==> src/rtl/mux_pkg.sv <==
// Shared types and helpers for the N-channel registered multiplexer.
package mux_pkg;

    // Channel selection policy.
    typedef enum logic {
        MODE_FIXED = 1'b0,
        MODE_RR    = 1'b1
    } mux_mode_e;

    // Width of a channel index for n channels.
    function automatic int chan_w(input int n);
        return $clog2(n);
    endfunction

endpackage

==> src/rtl/rr_arbiter.sv <==
// Combinational rotating-priority arbiter: the search starts at ptr and wraps
// around, granting the first requesting channel it meets.
module rr_arbiter
    import mux_pkg::*;
#(
    parameter int N = 4,
    localparam int CW = chan_w(N)
) (
    input  logic [N-1:0]  req,
    input  logic [CW-1:0] ptr,
    input  logic          en,
    output logic [N-1:0]  grant,
    output logic [CW-1:0] gidx,
    output logic          any
);

    // One extra bit so ptr + offset cannot overflow before the wrap correction.
    localparam logic [CW:0] N_W = (CW+1)'(N);

    // Walk the channels from ptr upward with wrap-around; the first hit wins.
    always_comb begin
        logic [CW:0] w_idx;
        grant = '0;
        gidx  = '0;
        any   = 1'b0;
        w_idx = '0;
        if (en) begin
            for (int k = 0; k < N; k++) begin
                w_idx = {1'b0, ptr} + (CW+1)'(k);
                if (w_idx >= N_W) begin
                    w_idx = w_idx - N_W;
                end
                if (!any && req[w_idx[CW-1:0]]) begin
                    grant[w_idx[CW-1:0]] = 1'b1;
                    gidx                 = w_idx[CW-1:0];
                    any                  = 1'b1;
                end
            end
        end
    end

endmodule

==> src/rtl/mux_n_rr.sv <==
// N-channel registered multiplexer with valid/ready on every input and on the
// output. Channel choice is either a fixed software select or round-robin.
// The output register holds the selected word and its source channel.
module mux_n_rr
    import mux_pkg::*;
#(
    parameter int N     = 4,
    parameter int WIDTH = 8,
    localparam int CW   = chan_w(N)
) (
    input  logic               clk,
    input  logic               rst_n,
    input  logic               mode,
    input  logic [CW-1:0]      sel,
    input  logic [N-1:0]       in_valid,
    input  logic [N*WIDTH-1:0] in_data,
    output logic [N-1:0]       in_ready,
    output logic               out_valid,
    output logic [WIDTH-1:0]   out_data,
    output logic [CW-1:0]      out_chan,
    input  logic               out_ready
);

    logic             r_out_valid;
    logic [WIDTH-1:0] r_out_data;
    logic [CW-1:0]    r_out_chan;
    logic [CW-1:0]    r_ptr;

    logic             w_load_en;
    logic             w_rr;
    logic [N-1:0]     w_arb_grant;
    logic [CW-1:0]    w_arb_gidx;
    logic             w_arb_any;
    logic [N-1:0]     w_fix_grant;
    logic [N-1:0]     w_grant;
    logic [CW-1:0]    w_gidx;
    logic             w_any;
    logic [WIDTH-1:0] w_sel_data;

    // The register may be refilled when it is empty or being drained this cycle.
    assign w_load_en = !r_out_valid || out_ready;
    assign w_rr      = (mode == MODE_RR);

    rr_arbiter #(.N(N)) u_arb (
        .req   (in_valid),
        .ptr   (r_ptr),
        .en    (w_load_en && w_rr),
        .grant (w_arb_grant),
        .gidx  (w_arb_gidx),
        .any   (w_arb_any)
    );

    // Fixed mode grants only the selected channel; an out-of-range select grants nothing.
    always_comb begin
        w_fix_grant = '0;
        if (w_load_en && (int'(sel) < N) && in_valid[sel]) begin
            w_fix_grant[sel] = 1'b1;
        end
    end

    // Nothing is granted while reset is held, so no producer sees a false accept.
    assign w_grant  = !rst_n ? '0 : (w_rr ? w_arb_grant : w_fix_grant);
    assign w_gidx   = w_rr ? w_arb_gidx : sel;
    assign w_any    = |w_grant;
    assign in_ready = w_grant;

    assign w_sel_data = in_data[int'(w_gidx)*WIDTH +: WIDTH];

    // Output register and round-robin pointer; data/channel hold when nothing loads.
    always_ff @(posedge clk) begin
        if (!rst_n) begin
            r_out_valid <= 1'b0;
            r_out_data  <= '0;
            r_out_chan  <= '0;
            r_ptr       <= '0;
        end else begin
            if (w_any) begin
                r_out_valid <= 1'b1;
                r_out_data  <= w_sel_data;
                r_out_chan  <= w_gidx;
            end else if (out_ready) begin
                r_out_valid <= 1'b0;
            end
            if (w_rr && w_any) begin
                r_ptr <= (int'(w_arb_gidx) == N-1) ? '0 : w_arb_gidx + 1'b1;
            end
        end
    end

    assign out_valid = r_out_valid;
    assign out_data  = r_out_data;
    assign out_chan  = r_out_chan;

endmodule

==> config.mk <==
export PLATFORM = sky130hd
export DESIGN_NAME = mux_n_rr
export DESIGN_NICKNAME = d
export VERILOG_FILES = /design/src/rtl/mux_pkg.sv /design/src/rtl/rr_arbiter.sv /design/src/rtl/mux_n_rr.sv
export SDC_FILE = /design/constraint.sdc
export NUM_CORES = 1
export LEC_CHECK = 0
export ABC_AREA = 0
export BUFFER_PORTS_ARGS = -buffer_cell sky130_fd_sc_hd__buf_2
export CORE_AREA = 2 2 61 63
export DETAILED_ROUTE_END_ITERATION = 8
export DIE_AREA = 0 0 63 65
export PLACE_DENSITY_LB_ADDON = 0.05
export SLEW_MARGIN = 20
export SYNTH_ARGS = -nofsm -noshare
export SYNTH_HDL_FRONTEND = slang
export SYNTH_SLANG_ARGS = --single-unit
==> constraint.sdc <==
create_clock -name clk -period 4.2 [get_ports clk]
set_input_delay 0.63 -clock clk [delete_from_list [all_inputs] [get_ports clk]]
set_output_delay 0.63 -clock clk [all_outputs]
set_load 0.01 [all_outputs]
==> reports/results.tsv, run 1 <==
metric	value	unit
FMAX	256.7	MHz
Unique masters post-synth	58	
RSZ-0062 raised after global routing	no	
Max Buffers Root-to-Sink	2	
clk_lat worst skew	0.26	ns
area fraction of the dominant cell type after synthesis	14.93	%
GPL Wtd Cong	0.9186	
register area share after synthesis	14.93	%
most common cell in the netlist	nand2_1	
DIE AREA	4095	um^2
fin crit period	3.895	ns
ys async rst share	0	%
maxcap violations	0	
DRC	0	
clock transition at the registers of the reported paths	0.08	ns
global-route wire length before repair	7.790	mm
register bit count reported by yosys	13	
Worst EP required	3.57	ns
total power	0.6458	mW
critical path fanouts, max	10	
TritonCTS clock tree	yes	
final setup vio count	0	
cell count of the worst reg-to-reg path	9	
reg-to-reg endpoint	out_data[7]	
Post-synth top cells	nand2_1 (27), nand3_1 (22), a21oi_1 (13), dfxtp_1 (13), o21ai_0 (12)	
Max IR drop VDD	0.2223	mV
worst reg2reg setup slack	0.69	ns
worst-margin pin slew	0.8442	ns
die outline height	65	um
Final #Nets	321	
Clock Skew	0.002113	ns
synthesized area	1743	um^2
core area	3496	um^2
DP HPWL	3.606	mm
Vias	1904	
# IOs	57	
WHS Endpoint	out_data[4]	
H-tree Lvls	1	
area leader, netlist	dfxtp_1	
max-slew violations	0	
overflow left after global routing	0	
min-delay src	out_data[4]	
fin crit share	92.75	%
# hold bufs at CTS	0	
WL/cell	15.04	um
post-CTS sizing	0	
layout cells sized above 1	29.26	%
Final ANT Viol Nets	0	
dominant cells by area after synthesis	dfxtp_1 (15%), nand3_1 (6.3%), nand2_1 (5.8%), ha_1 (5.7%), mux4_2 (3.9%)	
initial antenna violation count	0	
post-DR vias/cell	5.987	
R2R Path Start	r_ptr[1]	
clock sinks	13	
worst relative slew slack	43.72	%
Worst Path Arrival	3.27	ns
Layout area overhead	16.58	%
Total GRT Usage	23.10	%
TritonCTS buffer count	3	
number of flops mapped to enable cells by yosys	0	
initial core utilization	49.86	%
CTS root buf	clkbuf_4	
YS warnings	0	
CP Class	reg -> out	
Post-CTS Setup Bufs	0	
# port buffers	56	
final setup TNS	0	ns
outcome	completed	
Hold Path Stages	2	
die width	63	um
cells after synthesis	228	
Initial DRT Pass Iterations	4	
pin count of the biggest net entering global routing	26	
vias in the first global route	1581	
P per Cell Area	317.8	nW/um^2
Pleak	0.8803	nW
# diodes	0	
Most used DFF post-synth	dfxtp_1	
Mean Syn Cell Area	7.644	um^2
critical path endpoint category	output pin	
syn_nets	278	
Core Rows	22	
Total Routed Length	4.782	mm
worst min path class	reg -> reg	
startpoint types	flop	
FILL cells	348	
Initial DRC Count	226	
Fin. Hold Viols	0	
==> routing by layer <==
metal	up-vias	global-route usage [%]	routed length (um)
met5	-	0	0
met4	0	4.444	32
met1	883	36.56	2300
met3	6	2.778	316
met2	63	32.98	2132
li1	952	-	-
==> worst max-delay path, cell delays in order (launching register included) <==
cell and delay (ns):
dfxtp_1 0.59, inv_1 0.19, ha_1 0.45, or3b_1 0.46, a2111oi_4 0.53, o31ai_1 0.15, a31oi_1 0.40, buf_2 0.22
==> worst max-delay path by stage <==
stage          slack, ns     start     endpoint
2_1_floorplan       1.02  r_ptr[0]  in_ready[1]
3_3_place_gp        0.72  r_ptr[1]     r_ptr[1]
3_5_place_dp        0.62  r_ptr[1]     r_ptr[1]
4_1_cts             0.44  r_ptr[1]  in_ready[2]
5_1_grt             0.11  r_ptr[1]  in_ready[2]
6_report            0.30  r_ptr[1]  in_ready[2]
==> where the power goes <==
| group | internal (mW) | switching (mW) |
|---|---|---|
| logic | 0.168 | 0.239 |
| clock network | 0.0367 | 0.0371 |
| registers | 0.149 | 0.0163 |
| total | 0.353 | 0.293 |
==> metrics by stage <==
stage	area (um^2)	hold slack, ns	setup WS (ns)	utilization (%)	instances
4_1_cts	2023	0.4552	0.4428	57.87	318
3_3_place_gp	1997	0.4419	0.7182	57.12	314
6_report	2032	0.4534	0.3047	58.12	318
3_5_place_dp	1997	0.4426	0.6221	57.12	314
2_1_floorplan	1743	0.4751	1.020	-	228
5_1_grt	2032	0.4765	0.1097	58.12	318
==> cell usage in the layout, fill, tap and decap left out, types with 6 or more instances in the layout <==
cell | Yosys | routed
buf_2 | 6 | 56
nand2_1 | 27 | 27
nand3_1 | 22 | 22
a21oi_1 | 13 | 13
dfxtp_1 | 13 | 13
o21ai_0 | 12 | 12
and2_1 | 9 | 9
nor2_1 | 8 | 8
a21boi_1 | 8 | 8
ha_1 | 8 | 8
a31oi_1 | 7 | 7
a211o_1 | 7 | 7
nor2b_1 | 6 | 6
==> layout make-up <==
class	instances	area, um^2	area share (%)
multi-input combinational	192	1379	67.86
inverter	3	11.26	0.5542
clock buffer	4	26.28	1.293
sequential	13	260.3	12.81
tap	48	60.06	2.956
timing repair buffer	58	295.3	14.53
==> logic make-up (layout without fill, tap and decap cells) <==
| family | count (synthesis) | count (layout) | share of synthesized area, % |
|---|---|---|---|
| AO/OA/AOI/OAI | 83 | 83 | 35.75 |
| XOR/XNOR | 1 | 1 | 0.5026 |
| adder cells (fa/ha/maj) | 8 | 8 | 5.743 |
| buffers and inverters | 23 | 65 | 6.461 |
| flip-flops | 13 | 13 | 14.93 |
| multiplexers | 10 | 10 | 8.183 |
| AND/OR/NAND/NOR | 90 | 90 | 28.43 |
==> sequential cells by signal, summed over array words and instances (netlist names) <==
name,count
out_data,8
out_chan,2
r_ptr,2
out_valid,1
No activity file was read; power rests on OpenSTA's default activity.
==> run 2, diff against run 1 <==
--- a/config.mk
+++ b/config.mk
@@ -7,9 +7,10 @@
 export LEC_CHECK = 0
 export ABC_AREA = 0
 export BUFFER_PORTS_ARGS = -buffer_cell sky130_fd_sc_hd__buf_2
-export CORE_AREA = 2 2 61 63
+export CORE_AREA = 2 2 60 62
 export DETAILED_ROUTE_END_ITERATION = 8
-export DIE_AREA = 0 0 63 65
+export DIE_AREA = 0 0 62 64
+export GPL_ROUTABILITY_DRIVEN = 0
 export PLACE_DENSITY_LB_ADDON = 0.05
 export SLEW_MARGIN = 20
 export SYNTH_ARGS = -nofsm -noshare
==> constraint.sdc (replaced) <==
create_clock -name clk -period 4.7 [get_ports clk]
set_input_delay 0.705 -clock clk [delete_from_list [all_inputs] [get_ports clk]]
set_output_delay 0.705 -clock clk [all_outputs]
set_load 0.01 [all_outputs]
==> run 2 against run 1 <==
Sequential cell count did not move. Clock skew rose by 0.0033 ns. Setup slack improved by 0.56 ns. Power is 11% lower. Sequential share of layout area grew 0.071 points. Critical path depth unchanged. First-iteration DRC count down 14%. Sequential power fell by 11%. Cell area is 0.55% lower. Combinational power down 11%. Utilization up 3.4 points.
==> reports/results.tsv, run 2 (synthesized netlist as in run 1, its figures left out) <==
metric	value	unit	change
outcome	completed		
startpoint types	flop		
worst relative slew slack	33.30	%	-10 points
Max Buffers Root-to-Sink	2		unchanged
die outline height	64	um	-1.5%
DIE AREA	3968	um^2	-3.1%
Flop pwr share	25.6	%	about the same
layout cells sized above 1	29.26	%	unchanged
internal power	0.3141	mW	-11%
worst-margin pin slew	0.9923	ns	+0.1481 ns
Final #Nets	321		unchanged
Core Rows	21		-4.5%
# IOs	57		unchanged
worst min path class	reg -> reg		
RSZ-0062 raised after global routing	no		
H-tree Lvls	1		unchanged
# port buffers	56		unchanged
post-DR vias/cell	6.057		+1.2%
critical path endpoint category	output pin		
TritonCTS buffer count	3		unchanged
post-CTS sizing	0		unchanged
vias in the first global route	1601		+1.3%
fin crit period	3.834	ns	
TritonCTS clock tree	yes		
maxcap violations	0		unchanged
pin count of the biggest net entering global routing	26		unchanged
clock sinks	13		unchanged
DP HPWL	3.544	mm	-1.7%
FILL cells	320		-8.0%
Final ANT Viol Nets	0		unchanged
crit-path leading delay family	compound AO/OA/AOI/OAI gates		
most frequent cells in the layout	buf_2 (56), nand2_1 (27), nand3_1 (22)		
final cell count without fillers	316		-0.63%
core area	3284	um^2	-6.0%
die width	62	um	-1.6%
WL/cell	14.91	um	-0.84%
Largest register FFs	8		unchanged
clock transition at the registers of the reported paths	0.08	ns	about the same
# diodes	0		unchanged
CP peak stage delay	0.56	ns	-0.03 ns
worst path cell trace	inv_1, ha_1, or3b_1, a2111oi_4, o31ai_1, a31oi_1, buf_2		
register area	260.3	um^2	unchanged
Fin. Hold Viols	0		unchanged
worst reg2reg setup slack	1.11	ns	+0.42 ns
slowest cell on the critical path	dfxtp_1		
Post-CTS Setup Bufs	0		unchanged
Clock Skew	0.005374	ns	+0.003260 ns
Total GRT Usage	23.49	%	+0.39 points
initial core utilization	53.07	%	+3.2 points
worst hold slack	0.4508	ns	-0.002687 ns
Vias	1914		+0.53%
Initial DRC Count	195		-14%
commonest non-fill, non-tap cell in the layout	buf_2		
global-route wire length before repair	7.369	mm	-5.4%
critical path fanouts, max	10		unchanged
CTS root buf	clkbuf_4		
Layout area overhead	15.94	%	
Initial DRT Pass Iterations	4		unchanged
clock network power share	11.5	%	about the same
Max IR drop VDD	0.2048	mV	-7.8%
Pleak	0.8763	nW	-0.45%
fin crit share	81.58	%	
clk_lat worst skew	0.27	ns	about the same
dpl cells	312		-0.64%
Total Routed Length	4.712	mm	-1.5%
sw frac	45.32	%	about the same
max-slew violations	0		unchanged
Worst Path Buf+Inv	2		unchanged
FMAX	260.8	MHz	
Worst EP required	3.99	ns	+0.42 ns
initial antenna violation count	0		unchanged
P per Cell Area	284.3	nW/um^2	-11%
combinational cell fraction of total power	62.9	%	about the same
# hold bufs at CTS	0		unchanged
Sw Pwr	0.2603	mW	-11%
final setup TNS	0	ns	unchanged
final setup vio count	0		unchanged
overflow left after global routing	0		unchanged
DRC	0		unchanged
CP Class	reg -> out		
Multi-input gate area	1370	um^2	-0.64%
Worst Path Arrival	3.13	ns	-0.14 ns
## run 2: worst register-to-register path, cell delays in order, from the launching register on
cell and delay (ns):
dfxtp_1 0.56, inv_1 0.19, ha_1 0.51, mux4_2 0.42, nor2b_4 0.17, a221oi_2 0.21
a31oi_1 0.17, nor4_2 0.88, o21ai_0 0.21, o311a_1 0.17
## run 2: power groups by stage
stage	registers (mW)	logic (mW)	clock network, mW
3_5_place_dp	0.150	0.355	0
2_1_floorplan	0.159	0.256	0
6_report	0.147	0.361	0.0660
5_1_grt	0.150	0.395	0.0714
3_3_place_gp	0.149	0.355	0
4_1_cts	0.147	0.357	0.0686
## run 2: final timing paths
| kind | from | depth (start not counted) | to |
|---|---|---|---|
| setup reg to reg | r_ptr[1] | 9 | r_ptr[1] |
| setup / recovery | r_ptr[1] | 7 | in_ready[2] |
| hold / removal | out_data[7] | 2 | out_data[7] |
| hold reg to reg | out_data[7] | 2 | out_data[7] |
## run 2: per-stage QoR
step	instance area, um^2	total power [mW]	worst slack [ns]	util (%)
floorplan	1743	0.4156	1.445	-
detailed placement	1994	0.5040	1.160	60.72
global placement	1994	0.5041	1.230	60.72
global route	2021	0.6162	0.6670	61.52
CTS	2021	0.5729	0.8861	61.52
finish	2021	0.5744	0.8657	61.52
## run 2: layout make-up
cell class                      count  share of cell area [%]
Inverter                            3                  0.5573
Timing Repair Buffer               58                   14.61
Sequential cell                    13                   12.88
Clock buffer                        4                   1.300
Tap cell                           46                   2.848
Multi-Input combinational cell    192                   67.80
## run 2: metal layers
metal / vias up / GRT usage (%) / wire (um)
li1: 952 / - / -
met5: - / 0 / 0
met3: 4 / 0.8097 / 273
met1: 889 / 37.34 / 2316
met4: 0 / 4.787 / 16
met2: 69 / 34.64 / 2106
==> run 3, diff against run 2 <==
--- a/config.mk
+++ b/config.mk
@@ -5,11 +5,11 @@
 export SDC_FILE = /design/constraint.sdc
 export NUM_CORES = 1
 export LEC_CHECK = 0
-export ABC_AREA = 0
+export ABC_AREA = 1
 export BUFFER_PORTS_ARGS = -buffer_cell sky130_fd_sc_hd__buf_2
-export CORE_AREA = 2 2 60 62
+export CORE_AREA = 2 2 64 66
 export DETAILED_ROUTE_END_ITERATION = 8
-export DIE_AREA = 0 0 62 64
+export DIE_AREA = 0 0 66 68
 export GPL_ROUTABILITY_DRIVEN = 0
 export PLACE_DENSITY_LB_ADDON = 0.05
 export SLEW_MARGIN = 20
==> constraint.sdc (replaced) <==
create_clock -name clk -period 3.4 [get_ports clk]
set_input_delay 0.51 -clock clk [delete_from_list [all_inputs] [get_ports clk]]
set_output_delay 0.51 -clock clk [all_outputs]
set_load 0.01 [all_outputs]
==> run 3 against run 2 <==
Sequential power rose by 41%. First-iteration DRC count fell by 48%. Die area rose by 13%. Clock power rose by 110%. Clock-buffer cell count did not move. Cell area fell by 2.7%.
==> reports/results.tsv, run 3 <==
metric	value	unit	change
Sw Pwr	0.4199	mW	+61%
global-route wire length before repair	7.086	mm	-3.8%
max-slew violations	0		unchanged
clock transition at the registers of the reported paths	0.05	ns	-0.03 ns
worst hold slack	0.4791	ns	+0.02835 ns
core area	3856	um^2	+17%
layout cells sized above 1	31.37	%	+2.1 points
clk_lat worst skew	0.24	ns	-0.03 ns
Setup WS post-layout	0.6248	ns	-0.2409 ns
most frequent cells in the layout	buf_2 (56), nand2_1 (47), inv_1 (41)		
die width	66	um	+6.5%
clock network power share	15.5	%	+4.0 points
maxcap violations	0		unchanged
dpl cells	368		+18%
Initial DRT Pass Iterations	4		unchanged
Vias	1760		-8.0%
CP peak stage delay	0.51	ns	-0.05 ns
initial core utilization	43.06	%	-10 points
Initial DRC Count	101		-48%
Total Routed Length	4.093	mm	-13%
Worst EP required	2.89	ns	-1.10 ns
register area share after synthesis	15.67	%	+0.74 points
sw frac	47.78	%	+2.5 points
Max IR drop VDD	0.2165	mV	+5.7%
worst-margin pin slew	0.4598	ns	-0.5325 ns
DRC	0		unchanged
Mean Syn Cell Area	6.127	um^2	-20%
worst min path class	reg -> reg		
H-tree Lvls	1		unchanged
cells after synthesis	271		+19%
FMAX	360.3	MHz	
Worst Path Buf+Inv	4		+2
internal power	0.4590	mW	+46%
CTS root buf	clkbuf_8		
Crit path top cell by count	nand2_1		
pin count of the biggest net entering global routing	19		-27%
# IOs	57		unchanged
DIE AREA	4488	um^2	+13%
critical path fanouts, max	11		+1
slowest cell on the critical path	dfxtp_1		
Most used DFF post-synth	dfxtp_1		
Final ANT Viol Nets	0		unchanged
syn_nets	321		+15%
worst path cell trace	inv_2, ha_1, inv_1, nand2_1, nand2_2, nor2_4, nand3_1, nand3_1, nand2_1, nand2_1, nand2_1, inv_1, buf_2		
Clock Skew	0.002039	ns	-0.003334 ns
outcome	completed		
# port buffers	56		unchanged
DP HPWL	3.349	mm	-5.5%
commonest non-fill, non-tap cell in the layout	buf_2		
Post-CTS Setup Bufs	0		unchanged
Core Rows	23		+9.5%
Post-synth top cells	nand2_1 (47), inv_1 (41), nand3_1 (37)		
worst relative slew slack	69.34	%	+36 points
total power	0.8789	mW	+53%
combinational cell fraction of total power	60.9	%	-2.0 points
Layout area overhead	18.39	%	
synthesized area	1660	um^2	-4.7%
TritonCTS buffer count	3		unchanged
initial antenna violation count	0		unchanged
final setup TNS	0	ns	unchanged
TritonCTS clock tree	yes		
fin area	1966	um^2	-2.7%
CP Class	reg -> out		
most common cell in the netlist	nand2_1		
Max Buffers Root-to-Sink	2		unchanged
# diodes	0		unchanged
Largest register FFs	8		unchanged
Unique masters post-synth	31		-47%
ys async rst share	0	%	unchanged
Worst Path Arrival	2.27	ns	-0.86 ns
dominant cells by area after synthesis	dfxtp_1 (16%), nand3_1 (11%), nand2_1 (11%), inv_1 (9.3%), nand2_2 (8.3%)		
P per Cell Area	447.1	nW/um^2	+57%
crit-path leading delay family	simple AND/OR/NAND/NOR gates		
Final #Nets	373		+16%
critical path endpoint category	output pin		
register bit count reported by yosys	13		unchanged
YS warnings	0		unchanged
post-DR vias/cell	4.731		-22%
overflow left after global routing	0		unchanged
Pleak	1.124	nW	+28%
die outline height	68	um	+6.3%
Flop pwr share	23.6	%	-2.0 points
fin crit period	2.775	ns	
Setup WS pre-CTS	0.6927	ns	-0.4677 ns
utilization after layout	50.97	%	-11 points
# hold bufs at CTS	0		unchanged
WL/cell	11.00	um	-26%
Fin. Hold Viols	0		unchanged
startpoint types	flop		
RSZ-0062 raised after global routing	no		
Total GRT Usage	19.98	%	-3.5 points
number of flops mapped to enable cells by yosys	0		unchanged
area leader, netlist	dfxtp_1		
clock sinks	13		unchanged
fin crit share	81.62	%	
area fraction of the dominant cell type after synthesis	15.67	%	+0.74 points
Placed Area	1921	um^2	-3.7%
final setup vio count	0		unchanged
final cell count without fillers	372		+18%
vias in the first global route	1663		+3.9%
post-CTS sizing	0		unchanged
## run 3: cell count changes in the layout (fill, tap and decap cells not counted), moves of 9 or more
cell,before,now
inv_1,3,41
nor2_1,8,29
nand2_1,27,47
nand3_1,22,37
nand2_2,0,22
and2_1,9,0
## run 3: area by class of cell
type | count | area (um^2)
clock buffers | 4 | 45.04
fillers | 459 | 1891
inverters | 46 | 180.2
multi-input cells | 202 | 1130
flip-flops and latches | 13 | 260.3
well taps | 50 | 62.56
repair buffers | 57 | 287.8
## run 3: path summary, 6_finish.rpt
path              slack, ns         from     endpoint  depth (start not counted)
setup / recovery       0.62     r_ptr[1]  in_ready[0]                         13
hold reg to reg        0.48  out_chan[0]  out_chan[0]                          2
setup reg to reg       0.70     r_ptr[1]  out_data[4]                         15
hold / removal         0.48  out_chan[0]  out_chan[0]                          2
## run 3: logic make-up (layout without fill, tap and decap cells)
logic type / after synthesis / count (layout) / share of synthesized area [%]
AOI/OAI and AO/OA: 30 / 30 / 10.25
xor gates and xnor gates: 1 / 1 / 0.5276
adders and majority gates: 8 / 8 / 6.029
buffers and inverters: 56 / 107 / 16.28
DFF: 13 / 13 / 15.67
and+or+nand+nor: 163 / 163 / 51.24
## run 3: power by group through the flow
stage                     Combinational [mW]  Clock [mW]  Sequential (mW)
after floorplan                        0.426           0            0.221
after global placement                 0.538           0            0.210
after detailed placement               0.538           0            0.210
after CTS                              0.540       0.140            0.207
after global routing                   0.612       0.147            0.211
final                                  0.536       0.136            0.207
## run 3: worst reg2reg max path, delay by kind of cell, from the launching register on
family,cells,cell delay (ns)
AO/OA/AOI/OAI,1,0.22
buffers and inverters,2,0.21
AND/OR/NAND/NOR,11,1.25
flip-flops,1,0.51
adder cells (fa/ha/maj),1,0.37
## run 3: layer usage
metal  vias up  part of all wire, %  GRT usage [%]  wire length (um)
met5         -                    0              0                 0
met1       750                   44          24.65              1808
met3         5                  4.7          2.467               193
met2        48                   50          37.25              2051
met4         0                 0.95          4.337                39
li1        957                    -              -                 -
